[config.mk]
export PLATFORM = sky130hd
export DESIGN_NAME = pwm_duty_meter
export DESIGN_NICKNAME = d
export VERILOG_FILES = /design/src/rtl/pwm_duty_meter.sv
export SDC_FILE = /design/constraint.sdc
export NUM_CORES = 1
export LEC_CHECK = 0
export BUFFER_PORTS_ARGS = -buffer_cell sky130_fd_sc_hd__buf_4
export CORE_MARGIN = 1
export CORE_UTILIZATION = 40
export CTS_CLUSTER_DIAMETER = 120
export DETAILED_ROUTE_END_ITERATION = 10
export PLACE_DENSITY_LB_ADDON = 0.12
export SLEW_MARGIN = 0
export SYNTH_ARGS = -nofsm -noshare
export SYNTH_HDL_FRONTEND = slang
export SYNTH_SLANG_ARGS = --single-unit
[constraint.sdc]
create_clock -name clk -period 7.1 [get_ports clk]
set_input_delay 1.065 -clock clk [delete_from_list [all_inputs] [get_ports clk]]
set_output_delay 1.065 -clock clk [all_outputs]
set_load 0.05 [all_outputs]
[src/rtl/pwm_duty_meter.sv]
// Receive side of the humidity PWM link: measures high time and period of an
// asynchronous PWM input and reports a rounded duty level in tens of percent.
module pwm_duty_meter #(
  parameter int unsigned CNT_W   = 28,
  parameter int unsigned TIMEOUT = 200_000_000
) (
  input  logic             clk,
  input  logic             rst,
  input  logic             pwm_in,
  output logic [CNT_W-1:0] high_cnt,
  output logic [CNT_W-1:0] period_cnt,
  output logic [3:0]       duty10,
  output logic             valid,
  output logic             timeout,
  output logic             busy
);

  localparam int unsigned REM_W = CNT_W + 4;

  typedef enum logic [1:0] {
    IDLE = 2'd0,
    MEAS = 2'd1,
    DIV  = 2'd2
  } state_t;

  state_t           state_q;
  logic             sync1_q;
  logic             s_q;
  logic             s_prev_q;
  logic [CNT_W-1:0] per_q;
  logic [CNT_W-1:0] hi_q;
  logic [CNT_W-1:0] snap_hi_q;
  logic [CNT_W-1:0] snap_per_q;
  logic [REM_W-1:0] rem_q;
  logic [3:0]       quot_q;

  logic             rise;
  logic             timed_out;
  logic             can_sub;
  logic [REM_W-1:0] rem_load;

  assign rise      = s_q & ~s_prev_q;
  assign timed_out = (state_q != IDLE) && (per_q == CNT_W'(TIMEOUT));
  // Adding half the period before dividing gives round-half-up.
  assign rem_load  = REM_W'(hi_q) * REM_W'(10) + REM_W'(per_q >> 1);
  assign can_sub   = (rem_q >= REM_W'(snap_per_q)) && (quot_q < 4'd10);

  always_ff @(posedge clk) begin
    if (rst) begin
      state_q    <= IDLE;
      sync1_q    <= 1'b0;
      s_q        <= 1'b0;
      s_prev_q   <= 1'b0;
      per_q      <= '0;
      hi_q       <= '0;
      snap_hi_q  <= '0;
      snap_per_q <= '0;
      rem_q      <= '0;
      quot_q     <= 4'd0;
      high_cnt   <= '0;
      period_cnt <= '0;
      duty10     <= 4'd0;
      valid      <= 1'b0;
      timeout    <= 1'b0;
      busy       <= 1'b0;
    end else begin
      sync1_q  <= pwm_in;
      s_q      <= sync1_q;
      s_prev_q <= s_q;
      valid    <= 1'b0;

      // The rise cycle itself is high, so both counters restart at one.
      if (rise) begin
        per_q <= CNT_W'(1);
        hi_q  <= CNT_W'(1);
      end else if (state_q != IDLE) begin
        per_q <= per_q + CNT_W'(1);
        hi_q  <= hi_q + CNT_W'(s_q);
      end

      if (rise) begin
        if (state_q == IDLE) begin
          state_q <= MEAS;
        end else begin
          snap_hi_q  <= hi_q;
          snap_per_q <= per_q;
          rem_q      <= rem_load;
          quot_q     <= 4'd0;
          state_q    <= DIV;
          busy       <= 1'b1;
        end
      end else if (timed_out) begin
        duty10     <= s_q ? 4'd10 : 4'd0;
        high_cnt   <= '0;
        period_cnt <= '0;
        timeout    <= 1'b1;
        valid      <= 1'b1;
        state_q    <= IDLE;
        busy       <= 1'b0;
      end else if (state_q == DIV) begin
        if (can_sub) begin
          rem_q  <= rem_q - REM_W'(snap_per_q);
          quot_q <= quot_q + 4'd1;
        end else begin
          duty10     <= quot_q;
          high_cnt   <= snap_hi_q;
          period_cnt <= snap_per_q;
          timeout    <= 1'b0;
          valid      <= 1'b1;
          state_q    <= MEAS;
          busy       <= 1'b0;
        end
      end
    end
  end

endmodule
== After elaboration in Yosys (flattened, before gate mapping) ==
Index checks and enable logic that the tools add are counted.

* Output and inout bits: 63
* Logic and storage cells: 89
* Bits of input ports: 3
* Register bits: 216

* Mux-type cells: 38
* Multipliers: 1
* Equal/unequal tests: 6
* Order comparisons: 2
* Add/sub/neg operators: 5
* Reduce and logical (&&, ||, !) cells: 15
* Bitwise logic cells: 4

{| class="wikitable"
|+ Operator list
! cell !! number
|-
| $mux W28 || 6
|-
| $mux W32 || 5
|-
| $mux W4 || 9
|-
| $add A32 B27 Y32 || 1
|-
| $ge A32 B28 Y1 || 1
|-
| $sub A32 B28 Y32 || 1
|-
| $mul A28 B3 Y31 const B || 1
|-
| $add A28 B1 Y28 || 1
|-
| $add A28 B1 Y28 const B || 1
|-
| $eq A28 B28 Y1 const B || 1
|-
| $mux W1 || 13
|-
| $mux W2 || 5
|-
| $reduce_bool A2 Y1 || 5
|-
| $ne A2 B2 Y1 const B || 3
|-
| $reduce_and A3 Y1 || 2
|-
| $add A4 B1 Y4 const B || 1
|-
| $lt A4 B4 Y1 const B || 1
|-
| $reduce_and A2 Y1 || 2
|-
| $reduce_and A4 Y1 || 1
|-
| $ne A3 B3 Y1 const B || 1
|-
| $not A1 Y1 || 3
|-
| $reduce_bool A3 Y1 || 1
|-
| $eq A2 B2 Y1 const B || 1
|-
| $logic_and A1 B1 Y1 || 2
|-
| other kinds (3) || 3
|}

== Logic depth before layout (Yosys ltp) ==
Gate-level depths: netlist of run 1.

* Depth after elaboration: 6
* Mapped depth: 22
* Gate-level depth less buffers: 22

== Worst setup path before layout of run 1 ==
No wires, ideal clock.

* Path type: register -> register
* From: reg hi_q[3]
* To: reg rem_q[27]
* Path slack: 2766 ps
* Path buffers: 0
* Clock period less this slack: 4334 ps
* Cell stages (with the launch flop): 21
* Arrival time: 4243 ps
* Required time: 7009 ps
* Library setup time: 91 ps
* Path through: dfxtp_1 ha_1 ha_1 fa_1 a211o_1 o211ai_1 a31oi_1 nor2b_1 o21bai_1 xor2_1 ha_1 a21o_1 a211oi_1 nand2_1 o21ai_0 nor3_1 a211oi_1 a21oi_1 xor2_1 nand2_1 a311oi_1

* Longest elaborated chain between the ends: 4

{| class="wikitable"
|+ RTL lines
! element !! RTL line !! text
|-
| from (decl) || 31 || <nowiki>logic [CNT_W-1:0] hi_q;</nowiki>
|-
| from (signal assigned) || 78 || <nowiki>hi_q <= hi_q + CNT_W'(s_q);</nowiki>
|-
| $mul A28 B3 Y31 || 45 || <nowiki>assign rem_load = REM_W'(hi_q) * REM_W'(10) + REM_W'(per_q >> 1);</nowiki>
|-
| $add A32 B27 Y32 || 45 ||
|-
| $mux W32 || 82 || <nowiki>if (state_q == IDLE) begin</nowiki>
|-
| $mux W32 || 81 || <nowiki>if (rise) begin</nowiki>
|-
| to (signal assigned) || 87 || <nowiki>rem_q <= rem_load;</nowiki>
|-
| to (signal assigned) || 102 || <nowiki>rem_q <= rem_q - REM_W'(snap_per_q);</nowiki>
|-
| to (decl) || 34 || <nowiki>logic [REM_W-1:0] rem_q;</nowiki>
|}

No other way between the ends. The select of a mux whose other input is x is not followed.
A chain may end at the register's enable or synchronous reset.

== Worst setup path in the final report of run 1 ==
* From: reg hi_q[3]
* To: reg rem_q[29]

The elaborated chain is that of the path after synthesis.

==> results of run 1 <==
==> power by group <==
part	switching [W]	total, W	internal (W)
registers	0.00000642	0.00123	0.00122
logic	0.000165	0.000268	0.000104
clock network	0.000504	0.00130	0.000799
==> worst max-delay path, delay by kind of cell, from the launching register on <==
kind | cells | cell delay (ns)
AOI/OAI and AO/OA | 10 | 2.15
xor gates and xnor gates | 2 | 0.31
adders and majority gates | 4 | 1.31
DFF | 1 | 0.45
and+or+nand+nor | 4 | 0.61
==> sequential cells by signal, indices dropped and copies added (netlist names), 4 cells and up <==
register and cells:
hi_q 28, snap_hi_q 28, duty10 4, per_q 28, period_cnt 28, rem_q 32, high_cnt 28, snap_per_q 28
quot_q 4
==> final cells by class <==
class | count | share of cell area
Sequential cell | 216 | 0.303
Tap cell | 396 | 0.0347
Timing Repair Buffer | 76 | 0.0400
Inverter | 55 | 0.0145
Clock buffer | 37 | 0.0526
Clock inverter | 7 | 0.00641
Multi-Input combinational cell | 1186 | 0.548
==> through the flow <==
stage               cells  setup WS (ns)  area, sq um  hold slack, ns  utilization
floorplan            1522           2.77        12700           0.414            -
global placement     1929           2.28        13400           0.432        0.434
detailed placement   1929           2.19        13400           0.428        0.434
CTS                  1973           2.15        14300           0.442        0.461
global route         1973           1.71        14300           0.462        0.461
finish               1973           2.11        14300           0.436        0.461
==> cell usage after synthesis, drive strengths merged (7+ instances only) <==
library cell	instances
buf	19
o21ai	46
o211ai	11
nor3	37
o21bai	9
ha	113
and3	15
or3	15
nand2b	15
a31oi	13
a21o	32
a21oi	167
nor2b	18
nor2	137
clkbuf	45
xor2	58
nand4	24
a211oi	28
nand3	41
a22o	57
dfxtp	216
xnor2	57
nand2	198
a211o	7
inv	55
==> cell families (layout without fill, tap and decap cells) <==
| logic type | Yosys count | in the layout |
|---|---|---|
| adder cells (fa/ha/maj) | 116 | 116 |
| multiplexers | 2 | 2 |
| AND/OR/NAND/NOR | 529 | 529 |
| flip-flops | 216 | 216 |
| XOR/XNOR | 115 | 115 |
| buffers and inverters | 120 | 175 |
| AO/OA/AOI/OAI | 424 | 424 |
==> layer usage <==
layer | global-route usage | share of wire | vias up
met5 | 0 | 0 | -
met4 | 0.0548 | 0.021 | 0
met3 | 0.0215 | 0.036 | 39
met2 | 0.336 | 0.44 | 172
met1 | 0.289 | 0.50 | 4983
li1 | - | - | 5526
==> path summary, 6_finish.rpt <==
kind,to,slack (ns)
max,rem_q[29],2.11
min,s_q,0.44
max reg2reg,rem_q[29],2.11
min reg2reg,s_q,0.44
==> results_dict.tcl, run 1 <==
set metrics [dict create \
    status "finished with violations" \
    violations "DRC" \
    drt-wirelength-per-cell_um 16.9 \
    cts.sinks 216 \
    final_layout_size_suffix_gt1_frac 0.0964 \
    fp.dieH_um 180 \
    hp-start "sync1_q" \
    reg2reg_from "hi_q[3]" \
    maxCapViolations 0 \
    overflow 0 \
    antennaDiodeCount 0 \
    die_area_sq_mm 0.0324 \
    power_w 0.00280 \
    gp_congestion 0.889 \
    synthMuxAreaShare 0.00168 \
    tightest_slew_ns 1.12 \
    synthAdderAreaFrac 0.116 \
    htree_levels 1 \
    max_stage_delay_ns 0.45 \
    ys.flop_type "dfxtp_1" \
    synth_compound_area_frac 0.224 \
    grt_pass1_vias 10305 \
    grt_usage 0.206 \
    yosysTopAreaCell "dfxtp_1" \
    hold_class "flip-flop to flip-flop" \
    syn_nets 1641 \
    crit_start "hi_q[3]" \
    die_w_um 180 \
    fillers 3095 \
    seq_area_sq_mm 0.00432 \
    setup_viol 0 \
    hold_viol_final 0 \
    final_cell_mix "dfxtp_1 (216), nand2_1 (197), a21oi_1 (165)" \
    drc 2 \
    nets 1679 \
    initial_core_util 0.410 \
    synth-seq-cells 216 \
    async_flop_share 0 \
    grt_max_degree 67 \
    initialDrtViolationCount 609 \
    rsz0062_at_grt "no" \
    fin_crit_ns 4.99 \
    worstPathArrival_ns 5.36 \
    cts_made_buffers 25 \
    cts_tree "done" \
    antenna_found_initial 0 \
    wl_um 33400 \
    fin_crit_sh 0.702 \
    worstSkewPairLatency_ns 0.53 \
    worst_r2r_path_depth 20 \
    synth_top_cells_by_area "dfxtp_1 (34%), ha_1 (11%), a21oi_1 (6.5%)" \
    grt_pass1_wl_um 54900 \
    tns_ns 0 \
    worstSetupEndpointType "flip-flop" \
    hold_buffers 0 \
    ctsResizeCount 0 \
    post-dp-hpwl_um 24400 \
    report.final.slew_viol_count 0 \
    rows 64 \
    root_buffer "clkbuf_16" \
    final_common_cell "dfxtp_1" \
    synth_top_family_by_area "compound AO/OA/AOI/OAI gates" \
    timing.slew.headroom 0.251 \
    ys_seq_area_frac 0.341 \
    powerDensity_mw_per_mm2 196 \
    core_sq_mm 0.0309 \
    yosysWarnings 0 \
    max_freq_mhz 201 \
    post_cts_buffers 0 \
    io_buffer_count 65 \
    vias_per_cell 5.43 \
    clk_pin_slew_ns 0.06 \
    critPathLaunchType "flip-flop" \
    dr.pass1.iters 8 \
    critPathKind "flip-flop to flip-flop" \
    multi_input_area_sq_mm 0.00782 \
    ios 66 \
    holdPathStages 1 \
    syn_area_sq_mm 0.0127 \
    synth_edf_count 0 \
    synth_top_area_frac 0.341 \
    worstPathRequired_ns 7.47 \
    drtAntennaViolNets 0 \
    clockBufferDepth 3 \
    area_growth_pct 12.6 \
    p_leak_nw 5.92 \
    syn_inst 1522 \
    path_common_cell "ha_1" \
    avgSynthCellArea_sq_um 8.32 \
    synth_xor_area_frac 0.0801 \
    synthSimpleGateAreaFrac 0.193 \
    synth_cell_types 85 \
    num_vias 10720 \
    crit_fanout 7 \
    final.setup_skew_ns 0.0201 \
    vdd_drop_max_mv 0.192 \
    path_cells "ha_1 -> ha_1 -> fa_1 -> a211o_1 -> o211ai_1 -> a31oi_1 -> nor2b_1 -> o21bai_1 -> xor2_1 -> ha_1 -> a21o_1 -> a211oi_1 -> nand2_1 -> o21ai_0 -> nor3_1 -> a211oi_1 -> a21oi_1 -> nor2b_1 -> xnor2_1 -> o22ai_1" \
    slowest_stage "dfxtp_1" \
]
Note: power is estimated with default switching activity, not from simulation.
==> run 2, diff against run 1 <==
--- a/config.mk
+++ b/config.mk
@@ -5,6 +5,7 @@
 export SDC_FILE = /design/constraint.sdc
 export NUM_CORES = 1
 export LEC_CHECK = 0
+export ABC_AREA = 1
 export BUFFER_PORTS_ARGS = -buffer_cell sky130_fd_sc_hd__buf_4
 export CORE_MARGIN = 1
 export CORE_UTILIZATION = 40
==> constraint.sdc (replaced) <==
create_clock -name clk -period 4.3 [get_ports clk]
set_input_delay 0.645 -clock clk [delete_from_list [all_inputs] [get_ports clk]]
set_output_delay 0.645 -clock clk [all_outputs]
set_load 0.05 [all_outputs]
==> run 2 against run 1 <==
Net effect:
- the flow now finishes without violations
- power up 80%
- combinational power rose to 3.2 times the previous value
- largest cell class unchanged
- final cell count up 36%
- non-clock buffer count up 17
- sequential cell count unchanged
- critical path type unchanged
- largest power group unchanged
- hold slack worse by 0.13 ns
- utilization up 0.12 points
- critical path depth up 1
- highest routed layer unchanged
- first-iteration DRC count up 45%
- synthesized cell count up 41%
- register-to-register slack worse by 1.8 ns
==> results_dict.tcl, run 2 <==
set metrics [dict create \
    die_w_um 190 \
    setup_viol 0 \
    fillers 3658 \
    fp.dieH_um 190 \
    drt-wirelength-per-cell_um 17.7 \
    largest_register_ffs 32 \
    final_layout_size_suffix_gt1_frac 0.0867 \
    io_buffer_count 65 \
    max_stage_delay_ns 0.33 \
    path_cells "buf_4 -> ha_1 -> ha_4 -> nand2_1 -> nor2_1 -> nand3_1 -> nand3_2 -> a21oi_1 -> o31ai_2 -> xor2_1 -> ha_1 -> a21oi_1 -> o21ai_0 -> a21oi_1 -> nand3_2 -> nand3_1 -> nand2_1 -> nand3_1 -> nand3_1 -> nand2_1 -> inv_1" \
    top_register "rem_q" \
    yosys-top-cells-count "nand2_1 (510), a21oi_1 (263), inv_1 (245)" \
    syn_inst 2152 \
    async_flop_share 0 \
    grt_max_degree 95 \
    gp_congestion 0.949 \
    ys.flop_type "dfxtp_1" \
    fin_cells 2682 \
    syn_area_sq_mm 0.0141 \
    synth_most_common_cell "nand2_1" \
    nets 2332 \
    area_growth_pct 13.3 \
    report.final.slew_viol_count 0 \
    root_buffer "clkbuf_16" \
    htree_levels 1 \
    overflow 0 \
    yosysWarnings 0 \
    tightest_slew_ns 0.824 \
    cts_made_buffers 25 \
    antenna_found_initial 0 \
    max_freq_mhz 253 \
    drtAntennaViolNets 0 \
    initial_core_util 0.408 \
    final.setup_skew_ns 0.0182 \
    die_area_sq_mm 0.0361 \
    vias_per_cell 5.26 \
    fin_crit_ns 3.95 \
    synth_top_area_frac 0.306 \
    drc 0 \
    rsz0062_at_grt "no" \
    num_vias 14099 \
    final_common_cell "nand2_1" \
    initialDrtViolationCount 884 \
    path_common_cell "nand3_1" \
    slowest_stage "ha_1" \
    maxCapViolations 0 \
    critPathLaunchType "flip-flop" \
    worstSetupEndpointType "flip-flop" \
    synth-seq-cells 216 \
    synth_edf_count 0 \
    powerDensity_mw_per_mm2 314 \
    clk_pin_slew_ns 0.06 \
    final_cell_mix "nand2_1 (510), a21oi_1 (262), inv_1 (244)" \
    timing.slew.headroom 0.451 \
    syn_nets 2271 \
    avgSynthCellArea_sq_um 6.57 \
    status "finished clean" \
    grt_pass1_wl_um 74300 \
    worstSkewPairLatency_ns 0.55 \
    hold_buffers 0 \
    post-dp-hpwl_um 37500 \
    worstPathRequired_ns 4.75 \
    wl_um 47400 \
    hold_viol_final 0 \
    dp.cells 2639 \
    antennaDiodeCount 0 \
    p_leak_nw 7.50 \
    synth_top_cells_by_area "dfxtp_1 (31%), nand2_1 (14%), ha_1 (10%)" \
    cp.buffers_inverters 2 \
    hold_class "input pin to flip-flop" \
    core_sq_mm 0.0346 \
    cp_top_family "simple AND/OR/NAND/NOR gates" \
    cts_tree "done" \
    dr.pass1.iters 6 \
    grt_usage 0.262 \
    ios 66 \
    cts.sinks 216 \
    critPathKind "flip-flop to flip-flop" \
    rows 68 \
    grt_pass1_vias 13224 \
    fin_crit_sh 0.919 \
    crit_fanout 5 \
    vdd_drop_max_mv 0.376 \
    clockBufferDepth 3 \
    tns_ns 0 \
    synth_cell_types 45 \
    ys_seq_area_frac 0.306 \
    worstPathArrival_ns 4.40 \
    yosysTopAreaCell "dfxtp_1" \
]
## run 2: area by class of cell
type | instances | area, sq um | share of cell area
Clock buffer | 30 | 654 | 0.0409
Clock inverter | 11 | 143 | 0.00891
Inverter | 250 | 938 | 0.0586
Multi-Input combinational cell | 1627 | 8660 | 0.541
Sequential cell | 216 | 4330 | 0.270
Tap cell | 455 | 569 | 0.0355
Timing Repair Buffer | 93 | 723 | 0.0452
## run 2: cell families (layout without fill, tap and decap cells)
logic type | count (synthesis) | in the layout | share of synthesized area
and+or+nand+nor | 954 | 954 | 0.283
DFF | 216 | 216 | 0.306
adders and majority gates | 116 | 116 | 0.104
buffers and inverters | 309 | 384 | 0.0873
AOI/OAI and AO/OA | 515 | 515 | 0.194
xor gates and xnor gates | 42 | 42 | 0.0260
## run 2: report_power, final
group	switching [W]	total, W	internal, W
sequential	0.0000186	0.00204	0.00202
combinational	0.000582	0.000845	0.000262
clock	0.000876	0.00213	0.00126
## run 2: final timing paths
kind | from | end | slack [ns] | cells after the start
setup reg to reg | hi_q[9] | rem_q[29] | 0.35 | 21
hold reg to reg | sync1_q | s_q | 0.41 | 2
setup / recovery | hi_q[9] | rem_q[29] | 0.35 | 21
hold / removal | pwm_in | sync1_q | 0.30 | 3
## run 2: tightest hold or removal path: stages
cell    delay [ns]
buf_4         0.07
inv_1         0.03
nor2_1        0.06
## run 2: timing repair
item,in CTS,in global routing
endpoints found under the setup margin,1,8
pin swaps,0,5
buffers inserted,0,2
gates resized for setup,1,16
## run 2: through the flow
step                hold WS, ns  setup WS [ns]  cell area [sq um]  total power [W]  utilization
floorplan                 0.388          0.771              14100          0.00267            -
global placement          0.406        -0.0937              15100          0.00292        0.437
detailed placement        0.407        -0.0233              15100          0.00292        0.437
CTS                       0.285         0.0636              15900          0.00507        0.460
global route              0.325        0.00191              16000          0.00525        0.462
finish                    0.304          0.349              16000          0.00502        0.462
## run 2: layer usage
metal  GRT usage  vias up  part of all wire
met2       0.455      290              0.48
met4      0.0744        0             0.027
met5           0        -                 0
met1       0.343     6517              0.46
li1            -     7227                 -
met3      0.0238       65             0.037
==> run 3, diff against run 2 <==
--- a/config.mk
+++ b/config.mk
@@ -11,7 +11,7 @@
 export CORE_UTILIZATION = 40
 export CTS_CLUSTER_DIAMETER = 120
 export DETAILED_ROUTE_END_ITERATION = 10
-export PLACE_DENSITY_LB_ADDON = 0.12
+export PLACE_DENSITY = 0.69
 export SLEW_MARGIN = 0
 export SYNTH_ARGS = -nofsm -noshare
 export SYNTH_HDL_FRONTEND = slang
==> run 3 against run 2 <==
Net effect:
- critical path depth up 4
- largest cell class unchanged
- non-clock buffer count shrank 8
- critical path type unchanged
- combinational power rose by 2%
- critical endpoint is now rem_q[30]
- routed wire length down 5.0%
- clock power grew 8%
- clock skew is essentially flat
- largest power group unchanged
==> results_dict.tcl, run 3 (synthesis gave the netlist of run 2 again) <==
set metrics [dict create \
    powerDensity_mw_per_mm2 325 \
    worstSkewPairLatency_ns 0.53 \
    tightest_slew_ns 0.914 \
    critPathKind "flip-flop to flip-flop" \
    rsz0062_at_grt "no" \
    max_freq_mhz 253 \
    largest_register_ffs 32 \
    io_buffer_count 65 \
    overflow 0 \
    swShare 0.285 \
    grtUsageMet1 0.316 \
    fp.dieH_um 190 \
    worstPathRequired_ns 4.75 \
    layout_setup_ws_ns 0.350 \
    grtUsageMet3 0.0310 \
    final_cell_mix "nand2_1 (509), a21oi_1 (262), inv_1 (244)" \
    ios 66 \
    fin_crit_sh 0.918 \
    hold_buffers 0 \
    nets 2323 \
    setup_viol 0 \
    p_leak_nw 7.51 \
    antenna_found_initial 4 \
    worstPathArrival_ns 4.40 \
    grt_pass1_wl_um 70300 \
    timing.slew.headroom 0.391 \
    met2_usage 0.411 \
    reg2reg_from "hi_q[5]" \
    internal_power_w 0.00373 \
    num_vias 14247 \
    drtAntennaViolNets 0 \
    worst_r2r_path_depth 25 \
    drt-wirelength-per-cell_um 16.8 \
    final_common_cell "nand2_1" \
    vias_per_cell 5.32 \
    initial_core_util 0.408 \
    final_layout_size_suffix_gt1_frac 0.0824 \
    report.final.slew_viol_count 0 \
    top_register "rem_q" \
    die_w_um 190 \
    power_w 0.00522 \
    fin_area_sq_mm 0.0160 \
    vdd_drop_max_mv 0.267 \
    holdPathStages 3 \
    clockBufferDepth 3 \
    initialDrtViolationCount 1054 \
    drc 0 \
    crit_start "hi_q[5]" \
    clockPowerShare 0.443 \
    grt_pass1_vias 13159 \
    final.setup_skew_ns 0.0187 \
    p_sw_w 0.00149 \
    critPathLaunchType "flip-flop" \
    fin_cells 2679 \
    tns_ns 0 \
    core_sq_mm 0.0346 \
    dp.cells 2631 \
    worstSetupEndpointType "flip-flop" \
    gp_congestion 0.977 \
    hold_viol_final 0 \
    power_frac_seq 0.392 \
    cts.sinks 216 \
    grt_max_degree 95 \
    p_comb_frac 0.165 \
    cts_tree "done" \
    wl_um 45000 \
    die_area_sq_mm 0.0361 \
    hp-start "pwm_in" \
    area_growth_pct 13.4 \
    grt_busiest_layer "met2" \
    rows 68 \
    cts_made_buffers 24 \
    post-dp-hpwl_um 35400 \
    crit_fanout 5 \
    preCtsSetupSlack_ns 0.247 \
    maxCapViolations 0 \
    placed_cell_area_sq_mm 0.0151 \
    hold_class "input pin to flip-flop" \
    status "finished clean" \
    htree_levels 1 \
    grt_usage 0.245 \
    dr.pass1.iters 5 \
    root_buffer "clkbuf_16" \
    clk_pin_slew_ns 0.06 \
    fin_crit_ns 3.95 \
]
## run 3: cell count changes in the layout (fill, tap and decap cells not counted), sizes merged
cell	previous run	this run
buf	93	85
clkbuf	30	35
clkinv	6	4
diode	0	2
bufinv	3	4
clkinvlp	1	0
## run 3: critical path, cell delays in order (launching register included)
cell and delay, ns:
dfxtp_1 0.39, ha_1 0.26, ha_1 0.37, a21oi_1 0.18, nand2_1 0.12, nand2_1 0.08
nand2_1 0.09, nand2_1 0.10, nor2_1 0.05, a21oi_1 0.23, nor2_1 0.08, nor2_1 0.12
xnor2_1 0.11, ha_1 0.41, nand2_1 0.16, nor2_1 0.16, nand2_1 0.09, nor2_1 0.11
nand2_1 0.07, nand3_1 0.14, nand3_1 0.12, nand2_1 0.13, nand2_1 0.06, nand2_1 0.05
nand3_1 0.06, a21oi_1 0.12
## run 3: timing repair
| action | CTS | global route |
|---|---|---|
| setup buffers | 0 | 2 |
| gates resized for setup | 0 | 10 |
| setup endpoints to repair | 0 | 7 |
## run 3: final timing paths
path,end,slack (ns)
setup / recovery,rem_q[30],0.35
hold / removal,sync1_q,0.33
setup reg to reg,rem_q[30],0.35
hold reg to reg,s_q,0.41
## run 3: layout make-up
type | count | area, sq um
fillers | 3563 | 18600
multi-input cells | 1627 | 8610
flip-flops and latches | 216 | 4330
inverters | 250 | 938
clock buffers | 35 | 742
repair buffers | 85 | 676
well taps | 455 | 569
clock inverters | 9 | 164
diodes | 2 | 5.00
## run 3: metal layers
layer / up-vias / share of wire
met2: 401 / 0.46
met5: - / 0.00029
met4: 2 / 0.042
li1: 7217 / -
met3: 75 / 0.053
met1: 6552 / 0.44
## run 3: through the flow
stage | hold WS, ns | util
2_1_floorplan | 0.388 | -
3_3_place_gp | 0.397 | 0.435
3_5_place_dp | 0.401 | 0.435
4_1_cts | 0.321 | 0.461
5_1_grt | 0.328 | 0.463
6_report | 0.330 | 0.463
## run 3: power groups by stage
stage	sequential (W)	combinational [W]	clock (W)
2_1_floorplan	0.00208	0.000592	0
3_3_place_gp	0.00209	0.000842	0
3_5_place_dp	0.00209	0.000839	0
4_1_cts	0.00204	0.000844	0.00234
5_1_grt	0.00204	0.000955	0.00242
6_report	0.00204	0.000863	0.00231
